===== src/rtl/kmean_mul_share_arb_pkg.sv =====
// Shared widths and helpers for the kmeans shared-multiplier group.
package kmean_mul_pkg;

  localparam int unsigned A_W = 7;
  localparam int unsigned B_W = 10;
  localparam int unsigned P_W = 17;

  function automatic int unsigned clog2(input int unsigned n);
    int unsigned r;
    r = 0;
    for (int unsigned v = 1; v < n; v = v << 1) r++;
    return r;
  endfunction

endpackage


===== src/rtl/kmean_mul_share_arb_if.sv =====
// Requester/result bus for the shared multiplier; slave is the arbiter side.
interface kmean_mul_share_arb_if
  import kmean_mul_pkg::*;
#(
  parameter int unsigned N_REQ = 4,
  parameter int unsigned ID_W  = 2,
  parameter int unsigned CNT_W = 32
);

  logic [N_REQ-1:0]     req_valid;
  logic [N_REQ-1:0]     req_ready;
  logic [N_REQ*A_W-1:0] req_a;
  logic [N_REQ*B_W-1:0] req_b;
  logic                 out_valid;
  logic                 out_ready;
  logic [P_W-1:0]       out_data;
  logic [ID_W-1:0]      out_id;
  logic [CNT_W-1:0]     op_count;

  modport master (
    output req_valid, req_a, req_b, out_ready,
    input  req_ready, out_valid, out_data, out_id, op_count
  );

  modport slave (
    input  req_valid, req_a, req_b, out_ready,
    output req_ready, out_valid, out_data, out_id, op_count
  );

endinterface


===== src/rtl/kmean_mul_share_arb_pipe.sv =====
// NUM_STAGE-deep multiply pipe with valid/id sideband; the product is formed
// after the operand register so the DSP input/product registers can absorb it.
module kmean_mul_pipe
  import kmean_mul_pkg::*;
#(
  parameter int unsigned NUM_STAGE = 2,
  parameter int unsigned ID_W      = 2
) (
  input  logic            clk,
  input  logic            rst,
  input  logic            en,
  input  logic            in_valid,
  input  logic [A_W-1:0]  in_a,
  input  logic [B_W-1:0]  in_b,
  input  logic [ID_W-1:0] in_id,
  output logic            out_valid,
  output logic [P_W-1:0]  out_p,
  output logic [ID_W-1:0] out_id
);

  logic [NUM_STAGE-1:0] v_q, v_d;
  logic [ID_W-1:0]      id_q [NUM_STAGE];
  logic [ID_W-1:0]      id_d [NUM_STAGE];
  logic [A_W-1:0]       a_q, a_d;
  logic [B_W-1:0]       b_q, b_d;
  logic [P_W-1:0]       prod;

  assign prod = P_W'(a_q) * P_W'(b_q);

  always_comb begin
    v_d  = v_q;
    id_d = id_q;
    a_d  = a_q;
    b_d  = b_q;
    if (en) begin
      v_d[0]  = in_valid;
      id_d[0] = in_id;
      a_d     = in_a;
      b_d     = in_b;
      for (int unsigned k = 1; k < NUM_STAGE; k++) begin
        v_d[k]  = v_q[k-1];
        id_d[k] = id_q[k-1];
      end
    end
  end

  always_ff @(posedge clk) begin
    if (rst) begin
      v_q  <= '0;
      id_q <= '{default: '0};
      a_q  <= '0;
      b_q  <= '0;
    end else begin
      v_q  <= v_d;
      id_q <= id_d;
      a_q  <= a_d;
      b_q  <= b_d;
    end
  end

  assign out_valid = v_q[NUM_STAGE-1];
  assign out_id    = id_q[NUM_STAGE-1];

  generate
    if (NUM_STAGE == 1) begin : g_comb_p
      assign out_p = prod;
    end else begin : g_reg_p
      logic [P_W-1:0] p_q [NUM_STAGE-1];
      logic [P_W-1:0] p_d [NUM_STAGE-1];

      always_comb begin
        p_d = p_q;
        if (en) begin
          p_d[0] = prod;
          for (int unsigned k = 1; k < NUM_STAGE - 1; k++) p_d[k] = p_q[k-1];
        end
      end

      always_ff @(posedge clk) begin
        if (rst) p_q <= '{default: '0};
        else     p_q <= p_d;
      end

      assign out_p = p_q[NUM_STAGE-2];
    end
  endgenerate

endmodule


===== src/rtl/kmean_mul_share_arb.sv =====
// Round-robin share of one 7x10 multiplier among N_REQ distance lanes;
// results come back in acceptance order tagged with the requester id.
module kmean_mul_share_arb
  import kmean_mul_pkg::*;
#(
  parameter int unsigned N_REQ     = 4,
  parameter int unsigned ID_W      = clog2(N_REQ),
  parameter int unsigned NUM_STAGE = 2,
  parameter int unsigned CNT_W     = 32
) (
  input  logic                   ap_clk,
  input  logic                   ap_rst,
  kmean_mul_share_arb_if.slave   bus
);

  logic [ID_W-1:0]  rr_q, rr_d;
  logic [CNT_W-1:0] op_count_q, op_count_d;
  logic [ID_W-1:0]  gnt_id;
  logic             gnt_found;
  logic             advance;
  logic             fire;
  logic [N_REQ-1:0] ready;
  logic [A_W-1:0]   op_a;
  logic [B_W-1:0]   op_b;
  logic             pipe_valid;
  logic [P_W-1:0]   pipe_p;
  logic [ID_W-1:0]  pipe_id;
  int unsigned      idx;

  // The whole pipe moves together; nothing is accepted while it is frozen.
  assign advance = bus.out_ready | ~pipe_valid;

  always_comb begin
    gnt_found = 1'b0;
    gnt_id    = '0;
    idx       = 0;
    for (int unsigned k = 0; k < N_REQ; k++) begin
      idx = (k + rr_q) % N_REQ;
      if (!gnt_found && bus.req_valid[idx]) begin
        gnt_found = 1'b1;
        gnt_id    = ID_W'(idx);
      end
    end
    fire  = gnt_found & advance & ~ap_rst;
    ready = '0;
    if (fire) ready[gnt_id] = 1'b1;
    rr_d       = fire ? ID_W'((gnt_id + 1) % N_REQ) : rr_q;
    op_count_d = op_count_q + CNT_W'(fire);
    op_a       = bus.req_a[gnt_id*A_W +: A_W];
    op_b       = bus.req_b[gnt_id*B_W +: B_W];
  end

  always_ff @(posedge ap_clk) begin
    if (ap_rst) begin
      rr_q       <= '0;
      op_count_q <= '0;
    end else begin
      rr_q       <= rr_d;
      op_count_q <= op_count_d;
    end
  end

  kmean_mul_pipe #(
    .NUM_STAGE (NUM_STAGE),
    .ID_W      (ID_W)
  ) u_pipe (
    .clk       (ap_clk),
    .rst       (ap_rst),
    .en        (advance),
    .in_valid  (fire),
    .in_a      (op_a),
    .in_b      (op_b),
    .in_id     (gnt_id),
    .out_valid (pipe_valid),
    .out_p     (pipe_p),
    .out_id    (pipe_id)
  );

  assign bus.req_ready = ready;
  assign bus.out_valid = pipe_valid;
  assign bus.out_data  = pipe_p;
  assign bus.out_id    = pipe_id;
  assign bus.op_count  = op_count_q;

endmodule


===== src/flat_wrapper.sv =====
// flat-port wrapper written by rule: the top's interface ports become plain ports
module kmean_mul_share_arb_flat import kmean_mul_pkg::*;
#(
  parameter int unsigned N_REQ     = 4,
  parameter int unsigned ID_W      = clog2(N_REQ),
  parameter int unsigned NUM_STAGE = 2,
  parameter int unsigned CNT_W     = 32
)
  (ap_clk, ap_rst, bus_req_valid, bus_req_a, bus_req_b, bus_out_ready, bus_req_ready, bus_out_valid, bus_out_data, bus_out_id, bus_op_count);
  kmean_mul_share_arb_if #(.N_REQ(N_REQ), .ID_W(ID_W), .CNT_W(CNT_W)) bus_i ();
  input  logic ap_clk;
  input  logic ap_rst;
  input wire logic [$bits(bus_i.req_valid)-1:0] bus_req_valid;
  input wire logic [$bits(bus_i.req_a)-1:0] bus_req_a;
  input wire logic [$bits(bus_i.req_b)-1:0] bus_req_b;
  input wire logic [$bits(bus_i.out_ready)-1:0] bus_out_ready;
  output wire logic [$bits(bus_i.req_ready)-1:0] bus_req_ready;
  output wire logic [$bits(bus_i.out_valid)-1:0] bus_out_valid;
  output wire logic [$bits(bus_i.out_data)-1:0] bus_out_data;
  output wire logic [$bits(bus_i.out_id)-1:0] bus_out_id;
  output wire logic [$bits(bus_i.op_count)-1:0] bus_op_count;
  assign bus_i.req_valid = bus_req_valid;
  assign bus_i.req_a = bus_req_a;
  assign bus_i.req_b = bus_req_b;
  assign bus_i.out_ready = bus_out_ready;
  assign bus_req_ready = bus_i.req_ready;
  assign bus_out_valid = bus_i.out_valid;
  assign bus_out_data = bus_i.out_data;
  assign bus_out_id = bus_i.out_id;
  assign bus_op_count = bus_i.op_count;
  kmean_mul_share_arb #(.N_REQ(N_REQ), .ID_W(ID_W), .NUM_STAGE(NUM_STAGE), .CNT_W(CNT_W)) u_core (.ap_clk(ap_clk), .ap_rst(ap_rst), .bus(bus_i));
endmodule

===== config.mk =====
export PLATFORM = sky130hd
export DESIGN_NAME = kmean_mul_share_arb_flat
export DESIGN_NICKNAME = d
export VERILOG_FILES = /design/src/rtl/kmean_mul_share_arb_pkg.sv /design/src/rtl/kmean_mul_share_arb_if.sv /design/src/rtl/kmean_mul_share_arb_pipe.sv /design/src/rtl/kmean_mul_share_arb.sv /design/src/flat_wrapper.sv
export SDC_FILE = /design/constraint.sdc
export NUM_CORES = 1
export LEC_CHECK = 0
export ABC_AREA = 1
export BUFFER_PORTS_ARGS = -buffer_cell sky130_fd_sc_hd__buf_2
export CAP_MARGIN = 20
export CORE_ASPECT_RATIO = 0.9
export CORE_UTILIZATION = 57
export CTS_CLUSTER_SIZE = 8
export DETAILED_ROUTE_END_ITERATION = 8
export GPL_TIMING_DRIVEN = 1
export PLACE_DENSITY = 0.85
export SKIP_LAST_GASP = 1
export SLEW_MARGIN = 5
export SYNTH_ARGS = -nofsm -noshare
export SYNTH_HDL_FRONTEND = slang
export SYNTH_SLANG_ARGS = --single-unit

===== constraint.sdc =====
create_clock -name ap_clk -period 6.25 [get_ports ap_clk]
set_input_delay 1.25 -clock ap_clk [delete_from_list [all_inputs] [get_ports ap_clk]]
set_output_delay 1.25 -clock ap_clk [all_outputs]
set_load 0.1 [all_outputs]

==> impl_metrics.xml <==
<?xml version="1.0" encoding="UTF-8"?>
<metrics>
  <group name="logic_synthesis">
    <metric name="synth_sequential_area_ratio" unit="">0.231</metric>
    <metric name="synth_nets" unit="">1144</metric>
    <metric name="netlist.area_leader.share" unit="">0.231</metric>
    <metric name="ys_top_cells_by_count" unit="">nand2_1, inv_1, nor2_1, dfxtp_1, nand3_1</metric>
    <metric name="synthCells" unit="">989</metric>
    <metric name="count_of_flip_flops_with_a_built_in_enable_after_synthesis" unit="">0</metric>
    <metric name="dominant_combinational_cell_family_by_area_after_synthesis" unit="">simple AND/OR/NAND/NOR gates</metric>
    <metric name="yosys.area_share.simple" unit="">0.328</metric>
    <metric name="synth-xor-area-share" unit="">0.0137</metric>
    <metric name="synth-adder-area-share" unit="">0.202</metric>
    <metric name="synth-seq-cells" unit="">74</metric>
    <metric name="synth.most_common_cell" unit="">nand2_1</metric>
    <metric name="synth-main-ff-cell" unit="">dfxtp_1</metric>
    <metric name="yosys-top-cells-area" unit="">dfxtp_1, nand2_1, fa_1</metric>
    <metric name="async_set_reset_flop_share_out_of_synthesis" unit="">0</metric>
    <metric name="synthesis.area" unit="mm^2">0.00641</metric>
    <metric name="synth_compound_gate_area_share" unit="">0.0747</metric>
    <metric name="synth_cell_types" unit="">40</metric>
    <metric name="synth.mux.area_fraction" unit="">0</metric>
    <metric name="post-synth-top-area-cell" unit="">dfxtp_1</metric>
    <metric name="synth_area_per_cell" unit="um^2">6.48</metric>
    <metric name="yosysWarningCount" unit="">0</metric>
  </group>
  <group name="timing">
    <metric name="totalNegativeSetupSlack" unit="ps">0</metric>
    <metric name="hold_viol" unit="">0</metric>
    <metric name="setup_viol" unit="">0</metric>
    <metric name="maxSlewHeadroom" unit="">0.515</metric>
    <metric name="slew_viol_final" unit="">0</metric>
    <metric name="layout_min_cycle_time" unit="ps">5070</metric>
    <metric name="max_freq" unit="MHz">197</metric>
    <metric name="fin_crit_sh" unit="">0.811</metric>
    <metric name="worst_slew_pin_slew" unit="ps">726</metric>
    <metric name="clock_skew" unit="ps">8.74</metric>
    <metric name="setup_repair_after_global_routing_missed_its_margin" unit="">no</metric>
  </group>
  <group name="clock_tree">
    <metric name="htree_levels" unit="">3</metric>
    <metric name="cts_buffers" unit="">9</metric>
    <metric name="postCtsSetupRepairBufs" unit="">0</metric>
    <metric name="clock-root-buffer" unit="">clkbuf_16</metric>
    <metric name="skew_pair_late_insertion_delay" unit="ps">340</metric>
    <metric name="clockBufferDepth" unit="">2</metric>
    <metric name="clock_transition_time_at_the_flip_flop_clock_pins_of_the_worst_setup_and_hold_paths" unit="ps">60</metric>
    <metric name="cts-hold-fix-buffers" unit="">0</metric>
    <metric name="cts_resized" unit="">0</metric>
    <metric name="clock_tree_from_tritoncts" unit="">built</metric>
    <metric name="clock_sinks" unit="">74</metric>
  </group>
  <group name="die">
    <metric name="ios" unit="">131</metric>
    <metric name="die_w" unit="um">114</metric>
    <metric name="floorplan.core_area" unit="mm^2">0.0109</metric>
    <metric name="num_rows" unit="">36</metric>
    <metric name="dieArea" unit="mm^2">0.0117</metric>
    <metric name="die-height" unit="um">103</metric>
    <metric name="initial_utilization" unit="">0.588</metric>
  </group>
  <group name="power">
    <metric name="switching_power" unit="W">0.00188</metric>
    <metric name="switching_share" unit="">0.555</metric>
    <metric name="power_density" unit="mW/mm^2">459</metric>
    <metric name="combinationalPowerShare" unit="">0.627</metric>
    <metric name="total_leakage_power" unit="nW">4.40</metric>
    <metric name="ir_drop" unit="uV">350</metric>
    <metric name="p_int" unit="W">0.00150</metric>
    <metric name="pwr-share-clk" unit="">0.157</metric>
    <metric name="power_frac_seq" unit="">0.216</metric>
  </group>
  <group name="detailed_routing">
    <metric name="remaining_drc_errors" unit="">0</metric>
    <metric name="number_of_nets_with_antenna_violations_after_detailed_routing" unit="">0</metric>
    <metric name="vias" unit="">6316</metric>
    <metric name="routed_via_density" unit="">5.06</metric>
    <metric name="first_pass_iters" unit="">7</metric>
    <metric name="drt_iter0_markers" unit="">361</metric>
    <metric name="drt_wl_total" unit="um">16000</metric>
    <metric name="detail_route.wl_per_cell" unit="um">12.8</metric>
  </group>
  <group name="global_route">
    <metric name="groute.layer.met1.usage" unit="">0.387</metric>
    <metric name="grt.busiest_layer" unit="">met2</metric>
    <metric name="number_of_global_route_vias_before_repair" unit="">6088</metric>
    <metric name="overflow" unit="">0</metric>
    <metric name="use_met2" unit="">0.504</metric>
    <metric name="global_route_wire_length_before_repair" unit="um">27600</metric>
    <metric name="grt_use_met3" unit="">0.0441</metric>
    <metric name="maximum_number_of_pins_on_one_net_before_global_route_repair" unit="">35</metric>
    <metric name="grtUsageTotal" unit="">0.296</metric>
    <metric name="initial_antenna_violation_count" unit="">0</metric>
  </group>
  <group name="critical_path">
    <metric name="critPathCaptureType" unit="">output pin</metric>
    <metric name="worstSetupPathType" unit="">input port to output pin</metric>
    <metric name="regToRegSetupSlack" unit="ps">1460</metric>
    <metric name="worst-endpoint-required" unit="ps">5000</metric>
    <metric name="critical_path.max_stage_delay" unit="ps">500</metric>
    <metric name="cp-start-kind" unit="">input port</metric>
    <metric name="reg2reg_depth" unit="">17</metric>
    <metric name="cp_max_fo" unit="">30</metric>
    <metric name="worst_ep_arrival_time" unit="ps">3820</metric>
    <metric name="cpMaxStageDelayCell" unit="">inv_2</metric>
    <metric name="cp_cell_sequence" unit="">buf_2 -&gt; inv_1 -&gt; nand2_1 -&gt; nand3_2 -&gt; nand2_2 -&gt; nor2_4 -&gt; nand3_2 -&gt; nand2_4 -&gt; nand2_2 -&gt; inv_2 -&gt; ha_1 -&gt; inv_1 -&gt; nor2_1 -&gt; buf_2</metric>
  </group>
  <group name="worst_hold_path">
    <metric name="min_delay_path_depth" unit="">2</metric>
    <metric name="hold_path_class" unit="">flop to flop</metric>
  </group>
  <group name="place">
    <metric name="placed_cells" unit="">1232</metric>
    <metric name="dpl.hpwl" unit="um">12200</metric>
    <metric name="globalplace.congestion" unit="">0.916</metric>
    <metric name="buffer_ports.inserted" unit="">130</metric>
  </group>
  <group name="status">
    <metric name="run_status" unit="">finished clean</metric>
  </group>
  <group name="job">
    <metric name="max_cap_violations" unit="">0</metric>
  </group>
  <group name="finish">
    <metric name="final-instance-count-excl-fill" unit="">1248</metric>
    <metric name="areaGrowthSynthToFinish" unit="%">14.9</metric>
    <metric name="num-nets-final" unit="">1246</metric>
    <metric name="antenna_cells" unit="">0</metric>
    <metric name="final_layout_size_suffix_gt1_frac" unit="">0.157</metric>
  </group>
</metrics>
==> stage by stage <==
stage | setup slack, ps | utilization | total power, W | hold slack [ps] | instance area [um^2]
2_1_floorplan | 1360 | - | 0.00248 | 417 | 6410
3_3_place_gp | 1270 | 0.648 | 0.00278 | 450 | 7060
3_5_place_dp | 1220 | 0.648 | 0.00282 | 446 | 7060
4_1_cts | 1210 | 0.676 | 0.00337 | 450 | 7370
5_1_grt | 990 | 0.676 | 0.00371 | 485 | 7370
6_report | 1180 | 0.676 | 0.00338 | 452 | 7370
==> worst max-delay path: cells and delay by family <==
| kind | cells | cell delay, ps |
|---|---|---|
| adder cells (fa/ha/maj) | 1 | 220 |
| buffers and inverters | 5 | 1150 |
| AND/OR/NAND/NOR | 8 | 1180 |
==> power by group through the flow <==
stage               Sequential, W  Combinational (W)  Clock, W
floorplan                0.000865            0.00161         0
global placement         0.000730            0.00205         0
detailed placement       0.000732            0.00209         0
CTS                      0.000724            0.00211  0.000541
global route             0.000746            0.00240  0.000564
finish                   0.000730            0.00212  0.000531
==> layout make-up <==
type	count	area, um^2
sequential	74	1480
inverter	202	758
clock buffer	9	225
fill	968	3530
multi-input combinational	672	3970
timing repair buffer	132	666
tap	152	190
clock inverter	7	81.3
==> kinds of logic (layout without fill, tap and decap cells) <==
group,Yosys count,in the layout
fa+ha+maj,80,80
simple gates,492,492
buf+inv,243,350
xor+xnor,10,10
compound gates,90,90
flops,74,74
==> layout by cell type (no fill, tap or decap), types with 2 or more instances in the layout <==
cell         n
nor3b_1      4
nand3_2      4
buf_4        2
fa_1        39
inv_6        4
buf_2      130
nor3_1      11
nand2_2      6
a31oi_1      4
ha_1        41
xor2_1       2
a21oi_1     30
inv_2        3
nand2_4      2
nor4_1       2
o21ai_0     46
or2_2        5
nand3b_1     9
inv_1      198
xnor2_1      8
clkbuf_16    9
nor2_1     104
nand3_1     63
nand4_1     10
o21bai_1     2
nor2_4       2
nand2_1    268
dfxtp_1     74
==> final timing paths <==
path                                      startpoint                       to
worst max-delay path                bus_req_valid[3]         bus_req_ready[3]
worst max register to register  u_core.u_pipe.a_q[6]  u_core.u_pipe.out_p[11]
worst min register to register  u_core.u_pipe.v_q[0]     u_core.u_pipe.v_q[1]
worst min-delay path            u_core.u_pipe.v_q[0]     u_core.u_pipe.v_q[1]
==> layer usage <==
layer  vias up  wire, um
li1       3206         -
met1      2854      7190
met4         0       427
met2       221      7350
met5         -         0
met3        35      1070
==> flip-flops by register name, indices dropped and copies added (netlist names) <==
register,count
u_core.rr_q,2
u_core.u_pipe.id_q,2
u_core.u_pipe.b_q,10
u_core.u_pipe.a_q,7
u_core.u_pipe.v_q,2
u_core.u_pipe.out_p,17
u_core.bus.op_count,32
u_core.u_pipe.out_id,2
Power figures use the tool's default switching activity.
